## src/rtl/scene_rom_pkg.sv

```systemverilog
// Shared widths, types and FSM encoding for the scene ROM port-A arbiter.
package scene_rom_pkg;

    localparam int SCENE_ADDR_W = 17;
    localparam int SCENE_DATA_W = 32;
    localparam int BURST_LEN_W  = 3;

    // Requester index is carried through the return pipeline; 3 bits covers 2..8 requesters.
    localparam int REQ_IDX_W    = 3;

    typedef logic [SCENE_ADDR_W-1:0] scene_addr_t;
    typedef logic [SCENE_DATA_W-1:0] scene_word_t;
    typedef logic [BURST_LEN_W-1:0]  burst_len_t;
    typedef logic [REQ_IDX_W-1:0]    req_idx_t;

    typedef enum logic {
        IDLE,
        ISSUE
    } arb_state_t;

    // One entry of the read-latency pipeline: which requester owns the word and
    // whether it closes the burst.
    typedef struct packed {
        logic     valid;
        req_idx_t idx;
        logic     last;
    } ret_beat_t;

endpackage

```

## src/rtl/scene_rom_arbiter_if.sv

```systemverilog
// Bundle of requester, ROM port-A and response signals around the scene ROM arbiter.
// slave  : the arbiter itself.
// master : the environment (requesters + ROM) that drives requests and read data.
interface scene_rom_arbiter_if #(
    parameter int NUM_REQ = 4
);
    import scene_rom_pkg::*;

    logic [NUM_REQ-1:0]              req_valid;
    logic [NUM_REQ*SCENE_ADDR_W-1:0] req_addr;
    logic [NUM_REQ*BURST_LEN_W-1:0]  req_len;
    logic [NUM_REQ-1:0]              req_ready;
    scene_addr_t                     rom_addr;
    logic                            rom_rden;
    scene_word_t                     rom_q;
    logic [NUM_REQ-1:0]              rsp_valid;
    scene_word_t                     rsp_data;
    logic                            rsp_last;
    logic                            busy;

    modport slave (
        input  req_valid, req_addr, req_len, rom_q,
        output req_ready, rom_addr, rom_rden, rsp_valid, rsp_data, rsp_last, busy
    );

    modport master (
        output req_valid, req_addr, req_len, rom_q,
        input  req_ready, rom_addr, rom_rden, rsp_valid, rsp_data, rsp_last, busy
    );

endinterface

```

## src/rtl/rr_arbiter.sv

```systemverilog
// One-hot request arbiter for the scene ROM port.
// Default: round-robin, search starts at the pointer, pointer = winner+1 after a grant.
// SCENE_ARB_FIXED_PRIO_EN defined: fixed priority, lowest index wins, no pointer state.
module rr_arbiter #(
    parameter int N = 4
) (
    input  logic         clk,
    input  logic         reset,
    input  logic [N-1:0] req_i,
    input  logic         advance_i,
    output logic [N-1:0] grant_o
);

`ifdef SCENE_ARB_FIXED_PRIO_EN

    // Pointer-free variant keeps the same port list; these inputs are intentionally idle.
    logic unused_ok;
    assign unused_ok = ^{clk, reset, advance_i};

    // Lowest-index requester wins; scanning downward leaves the lowest hit in place.
    always_comb begin
        grant_o = '0;
        for (int i = N - 1; i >= 0; i--) begin
            if (req_i[i]) begin
                grant_o    = '0;
                grant_o[i] = 1'b1;
            end
        end
    end

`else

    localparam int IDX_W = (N > 1) ? $clog2(N) : 1;

    logic [IDX_W-1:0] ptr_q, ptr_d;
    logic [IDX_W-1:0] winner;
    logic [IDX_W-1:0] slot;
    logic             found;
    int               pos;

    // Circular search from the pointer; first pending requester wins.
    always_comb begin
        grant_o = '0;
        winner  = '0;
        slot    = '0;
        found   = 1'b0;
        pos     = 0;
        for (int k = 0; k < N; k++) begin
            pos = int'(ptr_q) + k;
            if (pos >= N) begin
                pos = pos - N;
            end
            slot = IDX_W'(pos);
            if (!found && req_i[slot]) begin
                grant_o[slot] = 1'b1;
                winner        = slot;
                found         = 1'b1;
            end
        end
        ptr_d = (winner == IDX_W'(N - 1)) ? '0 : winner + 1'b1;
    end

    // Pointer moves past the winner only when the grant is actually taken.
    always_ff @(posedge clk) begin
        if (reset) begin
            ptr_q <= '0;
        end else if (advance_i) begin
            ptr_q <= ptr_d;
        end
    end

`endif

endmodule

```

## src/rtl/scene_rom_arbiter.sv

```systemverilog
// Scene ROM port-A arbiter: grants one burst at a time, issues one ROM read per
// cycle, and routes returned words back to the owning requester after ROM_LAT cycles.
// Arbitration policy is chosen in rr_arbiter by SCENE_ARB_FIXED_PRIO_EN.
module scene_rom_arbiter #(
    parameter int NUM_REQ = 4,
    parameter int ROM_LAT = 2
) (
    input  logic                clk,
    input  logic                reset,
    scene_rom_arbiter_if.slave  bus
);
    import scene_rom_pkg::*;

    arb_state_t   state_q, state_d;
    scene_addr_t  base_q, base_d;
    burst_len_t   len_q, len_d;
    burst_len_t   beat_q, beat_d;
    req_idx_t     idx_q, idx_d;
    scene_addr_t  addr_hold_q;
    scene_word_t  rsp_data_q;
    ret_beat_t    pipe_q [ROM_LAT];

    logic [NUM_REQ-1:0] grant;
    logic [NUM_REQ-1:0] req_ready;
    logic               handshake;
    logic               rom_rden;
    logic               issue_last;
    scene_addr_t        issue_addr;
    scene_addr_t        sel_addr;
    burst_len_t         sel_len;
    req_idx_t           sel_idx;
    ret_beat_t          out_beat;
    logic               pipe_any;

    rr_arbiter #(
        .N (NUM_REQ)
    ) u_arb (
        .clk       (clk),
        .reset     (reset),
        .req_i     (bus.req_valid),
        .advance_i (handshake),
        .grant_o   (grant)
    );

    // Pick the winner's address, length and index off the packed request buses.
    always_comb begin
        sel_addr = '0;
        sel_len  = '0;
        sel_idx  = '0;
        for (int i = 0; i < NUM_REQ; i++) begin
            if (grant[i]) begin
                sel_addr = bus.req_addr[i*SCENE_ADDR_W +: SCENE_ADDR_W];
                sel_len  = bus.req_len[i*BURST_LEN_W +: BURST_LEN_W];
                sel_idx  = req_idx_t'(i);
            end
        end
    end

    // FSM next state, grant handshake and ROM issue controls.
    always_comb begin
        // NOTE: every signal written here gets a default first, so no latch can be inferred.
        state_d    = state_q;
        base_d     = base_q;
        len_d      = len_q;
        beat_d     = beat_q;
        idx_d      = idx_q;
        req_ready  = '0;
        handshake  = 1'b0;
        rom_rden   = 1'b0;
        issue_last = 1'b0;
        issue_addr = base_q + scene_addr_t'(beat_q);
        case (state_q)
            IDLE: begin
                req_ready = grant;
                if (|bus.req_valid) begin
                    handshake = 1'b1;
                    base_d    = sel_addr;
                    len_d     = sel_len;
                    idx_d     = sel_idx;
                    beat_d    = '0;
                    state_d   = ISSUE;
                end
            end
            ISSUE: begin
                rom_rden = 1'b1;
                if (beat_q == len_q) begin
                    issue_last = 1'b1;
                    state_d    = IDLE;
                end else begin
                    beat_d = beat_q + 1'b1;
                end
            end
            default: state_d = IDLE;
        endcase
    end

    // FSM, burst context and held ROM address.
    always_ff @(posedge clk) begin
        // NOTE: sequential state uses <= so every register samples pre-edge values.
        if (reset) begin
            state_q     <= IDLE;
            base_q      <= '0;
            len_q       <= '0;
            beat_q      <= '0;
            idx_q       <= '0;
            addr_hold_q <= '0;
        end else begin
            state_q <= state_d;
            base_q  <= base_d;
            len_q   <= len_d;
            beat_q  <= beat_d;
            idx_q   <= idx_d;
            if (rom_rden) begin
                addr_hold_q <= issue_addr;
            end
        end
    end

    // Read-latency pipeline: one entry per cycle, tagged with owner and last flag.
    always_ff @(posedge clk) begin
        if (reset) begin
            // NOTE: this pipeline is reset (unlike a data RAM) because a stale valid bit would emit a phantom response.
            for (int i = 0; i < ROM_LAT; i++) begin
                pipe_q[i] <= '0;
            end
        end else begin
            pipe_q[0] <= '{valid: rom_rden, idx: idx_q, last: issue_last};
            for (int i = 1; i < ROM_LAT; i++) begin
                pipe_q[i] <= pipe_q[i-1];
            end
        end
    end

    // Keep the last returned word so rsp_data is stable between beats.
    always_ff @(posedge clk) begin
        if (reset) begin
            rsp_data_q <= '0;
        end else if (out_beat.valid) begin
            rsp_data_q <= bus.rom_q;
        end
    end

    // Any beat still waiting for ROM data keeps the block busy.
    always_comb begin
        pipe_any = 1'b0;
        for (int i = 0; i < ROM_LAT; i++) begin
            pipe_any = pipe_any | pipe_q[i].valid;
        end
    end

    assign out_beat      = pipe_q[ROM_LAT-1];
    assign bus.req_ready = req_ready;
    assign bus.rom_rden  = rom_rden;
    assign bus.rom_addr  = rom_rden ? issue_addr : addr_hold_q;
    assign bus.rsp_valid = out_beat.valid ? (NUM_REQ'(1) << out_beat.idx) : '0;
    assign bus.rsp_data  = out_beat.valid ? bus.rom_q : rsp_data_q;
    assign bus.rsp_last  = out_beat.valid & out_beat.last;
    assign bus.busy      = (state_q != IDLE) | pipe_any;

endmodule

```

## src/flat_wrapper.sv

```systemverilog
// flat-port wrapper written by rule: the top's interface ports become plain ports
module scene_rom_arbiter_flat import scene_rom_pkg::*;
#(
    parameter int NUM_REQ = 4,
    parameter int ROM_LAT = 2
)
  (clk, reset, bus_req_valid, bus_req_addr, bus_req_len, bus_rom_q, bus_req_ready, bus_rom_addr, bus_rom_rden, bus_rsp_valid, bus_rsp_data, bus_rsp_last, bus_busy);
  scene_rom_arbiter_if #(.NUM_REQ(NUM_REQ)) bus_i ();
  input  logic clk;
  input  logic reset;
  input wire logic [$bits(bus_i.req_valid)-1:0] bus_req_valid;
  input wire logic [$bits(bus_i.req_addr)-1:0] bus_req_addr;
  input wire logic [$bits(bus_i.req_len)-1:0] bus_req_len;
  input wire logic [$bits(bus_i.rom_q)-1:0] bus_rom_q;
  output wire logic [$bits(bus_i.req_ready)-1:0] bus_req_ready;
  output wire logic [$bits(bus_i.rom_addr)-1:0] bus_rom_addr;
  output wire logic [$bits(bus_i.rom_rden)-1:0] bus_rom_rden;
  output wire logic [$bits(bus_i.rsp_valid)-1:0] bus_rsp_valid;
  output wire logic [$bits(bus_i.rsp_data)-1:0] bus_rsp_data;
  output wire logic [$bits(bus_i.rsp_last)-1:0] bus_rsp_last;
  output wire logic [$bits(bus_i.busy)-1:0] bus_busy;
  assign bus_i.req_valid = bus_req_valid;
  assign bus_i.req_addr = bus_req_addr;
  assign bus_i.req_len = bus_req_len;
  assign bus_i.rom_q = bus_rom_q;
  assign bus_req_ready = bus_i.req_ready;
  assign bus_rom_addr = bus_i.rom_addr;
  assign bus_rom_rden = bus_i.rom_rden;
  assign bus_rsp_valid = bus_i.rsp_valid;
  assign bus_rsp_data = bus_i.rsp_data;
  assign bus_rsp_last = bus_i.rsp_last;
  assign bus_busy = bus_i.busy;
  scene_rom_arbiter #(.NUM_REQ(NUM_REQ), .ROM_LAT(ROM_LAT)) u_core (.clk(clk), .reset(reset), .bus(bus_i));
endmodule
```

## config.mk

```make
export PLATFORM = sky130hd
export DESIGN_NAME = scene_rom_arbiter_flat
export DESIGN_NICKNAME = d
export VERILOG_FILES = /design/src/rtl/scene_rom_pkg.sv /design/src/rtl/scene_rom_arbiter_if.sv /design/src/rtl/rr_arbiter.sv /design/src/rtl/scene_rom_arbiter.sv /design/src/flat_wrapper.sv
export SDC_FILE = /design/constraint.sdc
export NUM_CORES = 1
export LEC_CHECK = 0
export CAP_MARGIN = 40
export CORE_ASPECT_RATIO = 0.75
export CORE_UTILIZATION = 35
export DETAILED_ROUTE_END_ITERATION = 12
export HOLD_SLACK_MARGIN = 0.05
export PLACE_DENSITY = 0.66
export SLEW_MARGIN = 15
export SYNTH_ARGS = -nofsm -noshare
export SYNTH_HDL_FRONTEND = slang
export SYNTH_HIERARCHICAL = 1
export SYNTH_SLANG_ARGS = --single-unit
export TNS_END_PERCENT = 100
```

## constraint.sdc

```tcl
create_clock -name clk -period 7.2 [get_ports clk]
set_input_delay 1.08 -clock clk [delete_from_list [all_inputs] [get_ports clk]]
set_output_delay 1.08 -clock clk [all_outputs]
set_load 0.01 [all_outputs]
```

==> metrics.md, run 1 <==
| Metric | Value |
|---|---|
| Status | complete, no violations |
| Async set or reset register ratio after synthesis | 0% |
| WHS | 442 ps |
| Antenna Nets Post-Route | 0 |
| Die W | ~140 um |
| Mapped Nets | 669 |
| Initial antenna violation count | 0 |
| Worst setup startpoint | bus_req_valid[3] |
| Core Area | roughly 0.013 sq mm |
| Worst path bufs/invs | 3 |
| Root Buffer | clkbuf_16 |
| CP peak stage delay | 620 ps |
| Number of CTS-inserted buffers | 9 |
| DP HPWL | 10,000 um |
| Avg Synthesized Cell Area | between 8 and 9 sq um |
| Number of setup buffers added after CTS | 0 |
| Total grt overflow | 0 |
| Global-route wire length before repair | 21,000 um |
| CTS Hold Bufs | 0 |
| Area Overhead vs Synth | 46.7% |
| FF-to-FF Start | u_core/u_arb/ptr_q[0] |
| Final Power | 2490 uW |
| Synth Instances | roughly 540 |
| FF+latch count, synth | 85 |
| Maxcap violations | 0 |
| Switching portion of total power | 40.1% |
| Ys flop type | dfxtp_1 |
| Peak Freq | around 0.20 GHz |
| Die H | 103 um |
| Hold Fails Final Rpt | 0 |
| Hold path cells | 1 |
| CP arrival | 3950 ps |
| WP data required | between 6000 and 7000 ps |
| Top cell type's share of synthesized area | 36.0% |
| CTS tree | done |
| Num rows | 36 |
| Min-Delay Path Class | flip-flop to flip-flop |
| Leak pwr | 0.00254 uW |
| WL final | 13,400 um |
| Hold wc startpoint | u_core/pipe_q[0][0] |
| Layout cell share with drive strength beyond 1 | roughly 11% |
| Placed inst area | 0.00664 sq mm |
| Number of remaining DRC errors | 0 |
| Clk slew on worst S/H paths | 60 ps |
| EDFF count, synth | 0 |
| Psw | 996 uW |
| Vias in the first global route | 4,254 |
| Worst-Skew Late Latency | 340 ps |
| Final Critical Period | 5030 ps |
| Distinct cells, synth | just over 60 |
| Final Max Tran Viols | 0 |
| Starting Density | 36.1% |
| Critical path type | primary input to primary output |
| Final nets | 825 |
| Worst-Margin Slew | ~700 ps |
| H-tree depth reported by CTS | 3 |
| Yosys top cell by area | dfxtp_1 |
| Area of the mapped netlist | around 0.0047 sq mm |
| Total track usage | 19.2% |
| Post_cts resized | 0 |
| RSZ-0062 raised after global routing | false |
| Setup Skew | 7.45 ps |
| Seq/Total Area, Yosys | 36.0% |
| Post-route cell area | 0.00694 sq mm |
| Via count | 4,613 |
| Internal | 1490 uW |
| Startpoint type of the worst setup path | primary input |
| Final setup vio count | 0 |
| Placer Congestion | 0.861 |
| Worst Reg-to-Reg Cells | 12 |
| TNS Setup | 0 ps |
| IO Pins | 178 |
| Fill count | 1,190 |
| IO buf count | 177 |
| CP Depth | 9 |
| DR iter-0 viols | 360 |
| Worst-case vdd ir drop | 0.209 mV |
| Most common cell on crit path | clkdlybuf4s50_1 |
| Fin crit share | 69.8% |
| Largest net degree at the start of global routing | between 70 and 80 |
| Sequential share of power | 28.5% |
| Crit path max-delay cell type | clkdlybuf4s50_1 |
| Rel. slew slack | 52.2% |
| Clk sinks | 85 |
| Comb pwr share | 53.9% |
| Avg WL per Cell | 15.3 um |
| Die footprint | 0.0140 sq mm |
| CP delay by family, top | buffers and inverters |
| Vias per inst | 5.28 |
| Synthesis Warnings | 6 |
| Pwr dens | 358 mW/mm^2 |
| Top post-synthesis cells by area | dfxtp_1 36%, mux2_2 8.1%, nor2b_1 6.1% |
| N_diodes | 0 |
| Clock power share | 17.6% |
| Crit-path cells | clkdlybuf4s50_1, mux4_2, and2_1, a21oi_1, o22ai_1, a221o_1, buf_4, nor2b_1, clkdlybuf4s50_1 |
| CP Max Fanout | 44 |
| CP endpoint kind | primary output |
| Initial DRT Pass Iterations | 5 |
| Clock Path Buffers | 2 |
==> worst paths after layout <==
kind | endpoint | slack, ps
max | bus_req_ready[3] | 2170
max reg2reg | u_core/base_q[14] | 3240
min | u_core/pipe_q[0][5] | 440
min reg2reg | u_core/pipe_q[0][5] | 440
==> power groups by stage <==
stage | clock network, uW | registers [uW] | logic [uW]
global placement | 0 | 713 | 1280
finish | 437 | 709 | 1340
CTS | 454 | 708 | 1330
detailed placement | 0 | 718 | 1320
floorplan | 0 | 669 | 889
global route | 474 | 728 | 1480
==> through the flow <==
step / worst slack, ps / cells / util, %
6_report: 2170 / 873 / 52.9
5_1_grt: 1890 / 873 / 52.9
4_1_cts: 2010 / 872 / 52.8
3_5_place_dp: 2050 / 856 / 50.6
3_3_place_gp: 2130 / 854 / 50.2
2_1_floorplan: 3320 / 541 / -
==> synthesized netlist by cell type, types with 3 or more instances <==
library cell and count:
ha_1 9, nand2_1 32, a31oi_1 5, nor2_1 51, nand3b_1 23, a221o_1 4
nand4b_1 4, a21oi_1 45, nor2b_1 46, nor3_1 9, nor4b_1 3, and2_1 7
nand2b_1 7, xnor2_1 4, buf_6 4, inv_1 5, xor2_1 7, a221oi_1 20
o22ai_1 4, mux2i_1 4, or3_1 3, nand3_1 7, a211oi_1 31, o21ai_0 4
mux2_2 34, nor4_1 5, dfxtp_1 85, clkbuf_1 33
==> cell families after synthesis <==
kind of cell | after synthesis | synth area share [%]
DFF | 85 | 36.0
muxes | 39 | 9.42
AOI/OAI and AO/OA | 132 | 19.4
and+or+nand+nor | 217 | 25.9
buffers and inverters | 47 | 4.47
adders and majority gates | 10 | 2.80
xor gates and xnor gates | 11 | 2.04
==> final cells by class <==
cell class	count	area [sq um]	share of cell area, %
clock buffers	11	253	3.64
clock inverters	5	35.0	0.505
inverters	6	22.5	0.324
multi-input cells	409	2830	40.8
flip-flops and latches	85	1700	24.5
well taps	171	214	3.08
repair buffers	186	1880	27.1
==> state kept, by name (all words and copies together) (netlist names) <==
register	flops
u_core/addr_hold_q	17
u_core/u_arb/ptr_q	2
u_core/pipe_q	8
u_core/state_q	1
u_core/len_q	3
u_core/idx_q	2
u_core/base_q	17
u_core/rsp_data_q	32
u_core/beat_q	3
==> layout by cell type, fill, tap and decap left out, types with 3 or more instances in the layout <==
cell             count
a211oi_1            31
a21oi_1             45
a221o_1              4
a221oi_1            20
a31oi_1              5
and2_1               7
buf_4                6
clkbuf_16            9
clkdlybuf4s50_1    176
dfxtp_1             84
ha_1                 9
inv_1                5
mux2_2              34
mux2i_1              4
nand2_1             32
nand2b_1             7
nand3_1              7
nand3b_1            23
nand4b_1             4
nor2_1              50
nor2b_1             46
nor3_1               9
nor4_1               5
o21ai_0              4
o22ai_1              4
or3_1                3
xnor2_1              4
xor2_1               7
==> routing by layer <==
| metal | vias up | global-route usage [%] | wire [um] |
|---|---|---|---|
| met2 | 161 | 31.7 | 6430 |
| met4 | 0 | 6.07 | 254 |
| met1 | 2138 | 24.9 | 6080 |
| met3 | 21 | 4.57 | 622 |
| li1 | 2293 | - | - |
| met5 | - | 0 | 0 |
==> worst register-to-register path, delay by kind of cell (launching register included) <==
family | cells | cell delay [ps]
multiplexers | 1 | 350
AND/OR/NAND/NOR | 1 | 110
buffers and inverters | 3 | 680
flip-flops | 1 | 730
adder cells (fa/ha/maj) | 1 | 600
AO/OA/AOI/OAI | 6 | 1370
Note: power is estimated with default switching activity, not from simulation.
==> run 2: changes to the inputs <==
--- a/config.mk
+++ b/config.mk
@@ -10,7 +10,7 @@
 export CORE_UTILIZATION = 35
 export DETAILED_ROUTE_END_ITERATION = 12
 export HOLD_SLACK_MARGIN = 0.05
-export PLACE_DENSITY = 0.66
+export PLACE_DENSITY = 0.68
 export SLEW_MARGIN = 15
 export SYNTH_ARGS = -nofsm -noshare
 export SYNTH_HDL_FRONTEND = slang
==> constraint.sdc (replaced) <==
create_clock -name clk -period 4.35 [get_ports clk]
set_input_delay 0.6525 -clock clk [delete_from_list [all_inputs] [get_ports clk]]
set_output_delay 0.6525 -clock clk [all_outputs]
set_load 0.01 [all_outputs]
==> run 2 against run 1 <==
Effect of this change: via count increased by 0.17%; non-clock buffer count increased by 2; wire length increased by 1.3%; die area unchanged; sequential share of layout area increased by 0.062 points; register-to-register slack got worse by 2800 ps; combinational power increased by 66%; worst hold slack improved by 1.9 ps; final area decreased by 0.25%; largest power group unchanged; highest routed layer unchanged.
==> metrics.md, run 2 (synthesized netlist as in run 1, its figures left out) <==
| Metric | Value |
|---|---|
| Critical path type | flip-flop to primary output |
| Starting Density | 36.1% |
| H-tree depth reported by CTS | 3 |
| CP arrival | between 3000 and 4000 ps |
| Worst-Margin Slew | 776 ps |
| Min-Delay Path Class | flip-flop to flip-flop |
| Number of CTS-inserted buffers | 9 |
| DR iter-0 viols | around 320 |
| WP data required | 3700 ps |
| Status | complete, no violations |
| CP endpoint kind | primary output |
| Vias per inst | 5.28 |
| Via count | 4,621 |
| Clk sinks | 85 |
| CP delay by family, top | buffers and inverters |
| N_diodes | 0 |
| Setup Skew | 4.92 ps |
| Root Buffer | clkbuf_16 |
| CP peak stage delay | 620 ps |
| Pwr dens | around 600 mW/mm^2 |
| Fill count | 1,178 |
| WHS | 444 ps |
| Worst setup startpoint | u_core/u_arb/ptr_q[1] |
| RSZ-0062 raised after global routing | false |
| Worst-case vdd ir drop | 0.252 mV |
| CP Max Fanout | 15 |
| Hold Fails Final Rpt | 0 |
| Final Max Tran Viols | 0 |
| Clock power share | 17.8% |
| Final nets | 827 |
| Crit path max-delay cell type | ha_1 |
| Fin crit share | between 90% and 100% |
| DP HPWL | 10,200 um |
| FF-to-FF Start | u_core/u_arb/ptr_q[1] |
| Die H | 103 um |
| CTS tree | done |
| Initial DRT Pass Iterations | 6 |
| Non-Filler Instances | 875 |
| Global-route wire length before repair | 21,100 um |
| Maxcap violations | 0 |
| Number of setup buffers added after CTS | 0 |
| Crit-path cells | inv_1, ha_1, mux4_2, and2_1, a21oi_1, o22ai_1, a221o_1, nor2b_1, clkdlybuf4s50_1 |
| Leak pwr | 0.00252 uW |
| Die W | around 140 um |
| TNS Setup | 0 ps |
| Sequential share of power | 28.2% |
| Comb pwr share | between 50% and 60% |
| Most frequent cells in the layout | 176 x clkdlybuf4s50_1, 84 x dfxtp_1, 50 x nor2_1 |
| Number of remaining DRC errors | 0 |
| Post-route cell area | 0.00692 sq mm |
| IO buf count | roughly 180 |
| Placed inst area | 0.00664 sq mm |
| Placed instance count | around 860 |
| Most common cell after layout, fill and taps aside | clkdlybuf4s50_1 |
| Internal | 2440 uW |
| Largest register FFs | 32 |
| Switching portion of total power | 40.8% |
| Post_cts resized | 0 |
| Largest net degree at the start of global routing | 55 |
| Peak Freq | 0.241 GHz |
| Clk slew on worst S/H paths | roughly 70 ps |
| Rel. slew slack | 46.9% |
| Psw | 1680 uW |
| Hold wc startpoint | u_core/pipe_q[0][1] |
| Largest Register | u_core/rsp_data_q |
| Total track usage | between 10% and 20% |
| Vias in the first global route | around 4,200 |
| Avg WL per Cell | 15.5 um |
| Worst path bufs/invs | 2 |
| Worst-Skew Late Latency | about 340 ps |
| Startpoint type of the worst setup path | flip-flop |
| Clock Path Buffers | 2 |
| Final Core Density | 52.8% |
| IO Pins | 178 |
| Final Critical Period | about 4100 ps |
| CTS Hold Bufs | 0 |
| Antenna Nets Post-Route | 0 |
| Initial antenna violation count | 0 |
| Regs by FF count | u_core/rsp_data_q x32, u_core/addr_hold_q x17, u_core/base_q x17 |
| Core Area | 0.0131 sq mm |
| Area Overhead vs Synth | 46.3% |
| WL final | 13,600 um |
| Total grt overflow | 0 |
| Final setup vio count | 0 |
| Placer Congestion | 0.805 |
| Num rows | 36 |
| Layout cell share with drive strength beyond 1 | between 10% and 20% |
| Die footprint | 0.0140 sq mm |
-- run 2: final timing paths --
check	end	slack (ps)	cells past startpoint
max reg2reg	u_core/len_q[1]	480	12
min reg2reg	u_core/pipe_q[0][6]	440	1
max	bus_req_ready[3]	200	9
min	u_core/pipe_q[0][6]	440	1
-- run 2: cell type report --
type | instances | area (sq um) | area share (%)
clock buffers | 9 | 225 | 3.25
clock inverters | 7 | 57.6 | 0.831
inverters | 6 | 22.5 | 0.325
multi-input cells | 409 | 2830 | 40.9
flip-flops and latches | 85 | 1700 | 24.6
well taps | 171 | 214 | 3.09
repair buffers | 188 | 1870 | 27.0
-- run 2: metal layers --
metal	GRT usage, %	part of all wire, %
met1	24.9	47
met3	4.47	5.0
met4	6.07	1.1
met5	0	0
met2	31.4	47
-- run 2: through the flow --
| stage | worst slack [ps] | power, uW |
|---|---|---|
| final | 205 | 4120 |
| after global routing | 44.2 | 4420 |
| after CTS | 281 | 4140 |
| after detailed placement | 472 | 3400 |
| after global placement | 581 | 3330 |
| after floorplan | 992 | 2580 |
-- run 2: power by group through the flow --
stage	Sequential (uW)	Clock [uW]	Combinational, uW
2_1_floorplan	1110	0	1470
3_3_place_gp	1170	0	2150
3_5_place_dp	1180	0	2220
4_1_cts	1160	754	2230
5_1_grt	1190	787	2440
6_report	1160	733	2230
==> run 3: changes to the inputs <==
--- a/config.mk
+++ b/config.mk
@@ -7,8 +7,11 @@
 export LEC_CHECK = 0
 export CAP_MARGIN = 40
 export CORE_ASPECT_RATIO = 0.75
+export CORE_MARGIN = 1.5
 export CORE_UTILIZATION = 35
+export CTS_CLUSTER_SIZE = 25
 export DETAILED_ROUTE_END_ITERATION = 12
+export GPL_TIMING_DRIVEN = 0
 export HOLD_SLACK_MARGIN = 0.05
 export PLACE_DENSITY = 0.68
 export SLEW_MARGIN = 15
==> run 3 against run 2 <==
Effect of this change: worst hold slack worse by 4.3 ps; wire length grew 12%; utilization increased by 1.2 points; critical endpoint unchanged; highest routed layer unchanged.
==> metrics.md, run 3 (synthesized netlist as in run 1, its figures left out) <==
| Metric | Value |
|---|---|
| Clock Path Buffers | 2 |
| CP peak stage delay | about 500 ps |
| Startpoint type of the worst setup path | flip-flop |
| Worst-Margin Slew | about 800 ps |
| Critical path type | flip-flop to primary output |
| Final Critical Period | around 4200 ps |
| Most common cell on crit path | buf_6 |
| CP arrival | between 3000 and 4000 ps |
| Leak pwr | 0.00260 uW |
| Total grt overflow | 0 |
| Num rows | 36 |
| CP Max Fanout | 10 |
| Starting Density | 36.1% |
| Fin crit share | 96.9% |
| Root Buffer | clkbuf_16 |
| Vias per inst | between 5 and 6 |
| Via count | 4,837 |
| Die footprint | 0.0142 sq mm |
| Clk slew on worst S/H paths | 60 ps |
| Placer Congestion | 0.899 |
| Dpl ws | -72.9 ps |
| Vias in the first global route | 4,758 |
| Largest register FFs | 32 |
| Hold Fails Final Rpt | 0 |
| Pwr dens | 617 mW/mm^2 |
| Setup Skew | ~3.5 ps |
| Highest routed layer | met4 |
| N_diodes | 0 |
| Routed length on met3 | 813 um |
| Total track usage | 21.6% |
| Fill count | 1,185 |
| DR iter-0 viols | 334 |
| Status | complete, no violations |
| IO buf count | 177 |
| CP endpoint kind | primary output |
| Core Area | approximately 0.013 sq mm |
| Avg WL per Cell | 16.8 um |
| Layout cell share with drive strength beyond 1 | a little over a tenth |
| Most frequent cells in the layout | 176 x clkdlybuf4s50_1, 83 x dfxtp_1, 51 x nor2_1 |
| Antenna Nets Post-Route | 0 |
| Largest Register | u_core/rsp_data_q |
| Global-route wire length before repair | 24,300 um |
| Fin worst setup slack | 133 ps |
| RSZ-0062 raised after global routing | false |
| Rel. slew slack | a little under half |
| H-tree depth reported by CTS | 3 |
| Number of remaining DRC errors | 0 |
| Metal-1 WL | 6780 um |
| CTS tree | done |
| Regs by FF count | u_core/rsp_data_q x32, u_core/addr_hold_q x17, u_core/base_q x17 |
| Clk sinks | 85 |
| Die H | 104 um |
| WL final | 15,200 um |
| IO Pins | ~180 |
| Area Overhead vs Synth | 49.8% |
| Worst-Skew Late Latency | around 340 ps |
| Number of CTS-inserted buffers | 9 |
| Initial antenna violation count | 0 |
| Peak Freq | approximately 0.24 GHz |
| Final setup vio count | 0 |
| WP data required | 3700 ps |
| Routed met2 length | 7470 um |
| DP HPWL | 11,900 um |
| Maxcap violations | 0 |
| Crit path max-delay cell type | clkdlybuf4s50_1 |
| Crit-path cells | buf_6, inv_2, ha_2, buf_6, mux4_2, and2_1, a21oi_1, o22ai_1, a221o_2, clkbuf_4, nor2b_1, clkdlybuf4s50_1 |
| Largest net degree at the start of global routing | 16 |
| Most common cell after layout, fill and taps aside | clkdlybuf4s50_1 |
| Final Max Tran Viols | 0 |
| Die W | 137 um |
| Min-Delay Path Class | flip-flop to flip-flop |
| Worst-case vdd ir drop | ~0.35 mV |
| Final nets | between 800 and 900 |
| Initial DRT Pass Iterations | 5 |
| Final Power | 4370 uW |
==> run 3: cell count changes in the layout (fill, tap and decap cells not counted), sizes merged <==
cell,delta
inv,-4
clkbuf,+34
bufinv,+2
clkinv,+2
clkinvlp,-2
dlymetal6s2s,+1
==> run 3: path summary, 6_finish.rpt <==
| path | from | to | slack [ps] | cells after the start |
|---|---|---|---|---|
| max | u_core/u_arb/ptr_q[0] | bus_req_ready[3] | 130 | 12 |
| min | u_core/pipe_q[0][0] | u_core/pipe_q[0][5] | 440 | 1 |
| max reg2reg | u_core/u_arb/ptr_q[0] | u_core/base_q[3] | 370 | 14 |
| min reg2reg | u_core/pipe_q[0][0] | u_core/pipe_q[0][5] | 440 | 1 |
==> run 3: per-layer routing <==
layer	GRT usage [%]	vias to the layer above
met3	4.06	15
li1	-	2362
met5	0	-
met2	36.1	165
met4	4.81	0
met1	28.8	2295
==> run 3: worst max-delay path, delay by kind of cell, from the launching register on <==
family | cells | cell delay, ps
AND/OR/NAND/NOR | 2 | 360
AO/OA/AOI/OAI | 3 | 610
flip-flops | 1 | 400
buffers and inverters | 5 | 1090
multiplexers | 1 | 370
adder cells (fa/ha/maj) | 1 | 380
==> run 3: repair_timing <==
action | in CTS | in global routing
pin swaps | 0 | 0
gates resized for setup | 6 | 8
buffers inserted | 0 | 4
hold buffers | 0 | 0
setup endpoints to repair | 3 | 3
==> run 3: layout make-up <==
type / instances / area [sq um] / area share (%)
buffer: 40 / 194 / 2.74
inverter: 6 / 22.5 / 0.318
clock inverter: 5 / 85.1 / 1.20
timing repair buffer: 181 / 1800 / 25.5
tap: 171 / 214 / 3.02
multi-input combinational: 409 / 2830 / 39.9
sequential: 85 / 1710 / 24.1
clock buffer: 11 / 233 / 3.28
==> run 3: per-stage QoR <==
stage                     setup TNS [ps]  hold WS (ps)  instance area, sq um  cells  utilization, %
final                                  0           440                  7090    908            54.1
after global routing                   0           456                  7090    908            54.1
after CTS                              0           446                  7040    904            53.7
after detailed placement           -72.9           431                  6720    889            51.2
after global placement                 0           425                  6720    889            51.2
after floorplan                        0           414                  4730    541               -
==> run 3: report_power, final <==
group | leakage [uW] | switching, uW | total, uW | internal (uW)
logic | 0.00176 | 1290 | 2400 | 1110
clock network | 0.000150 | 307 | 812 | 505
registers | 0.000698 | 182 | 1160 | 975
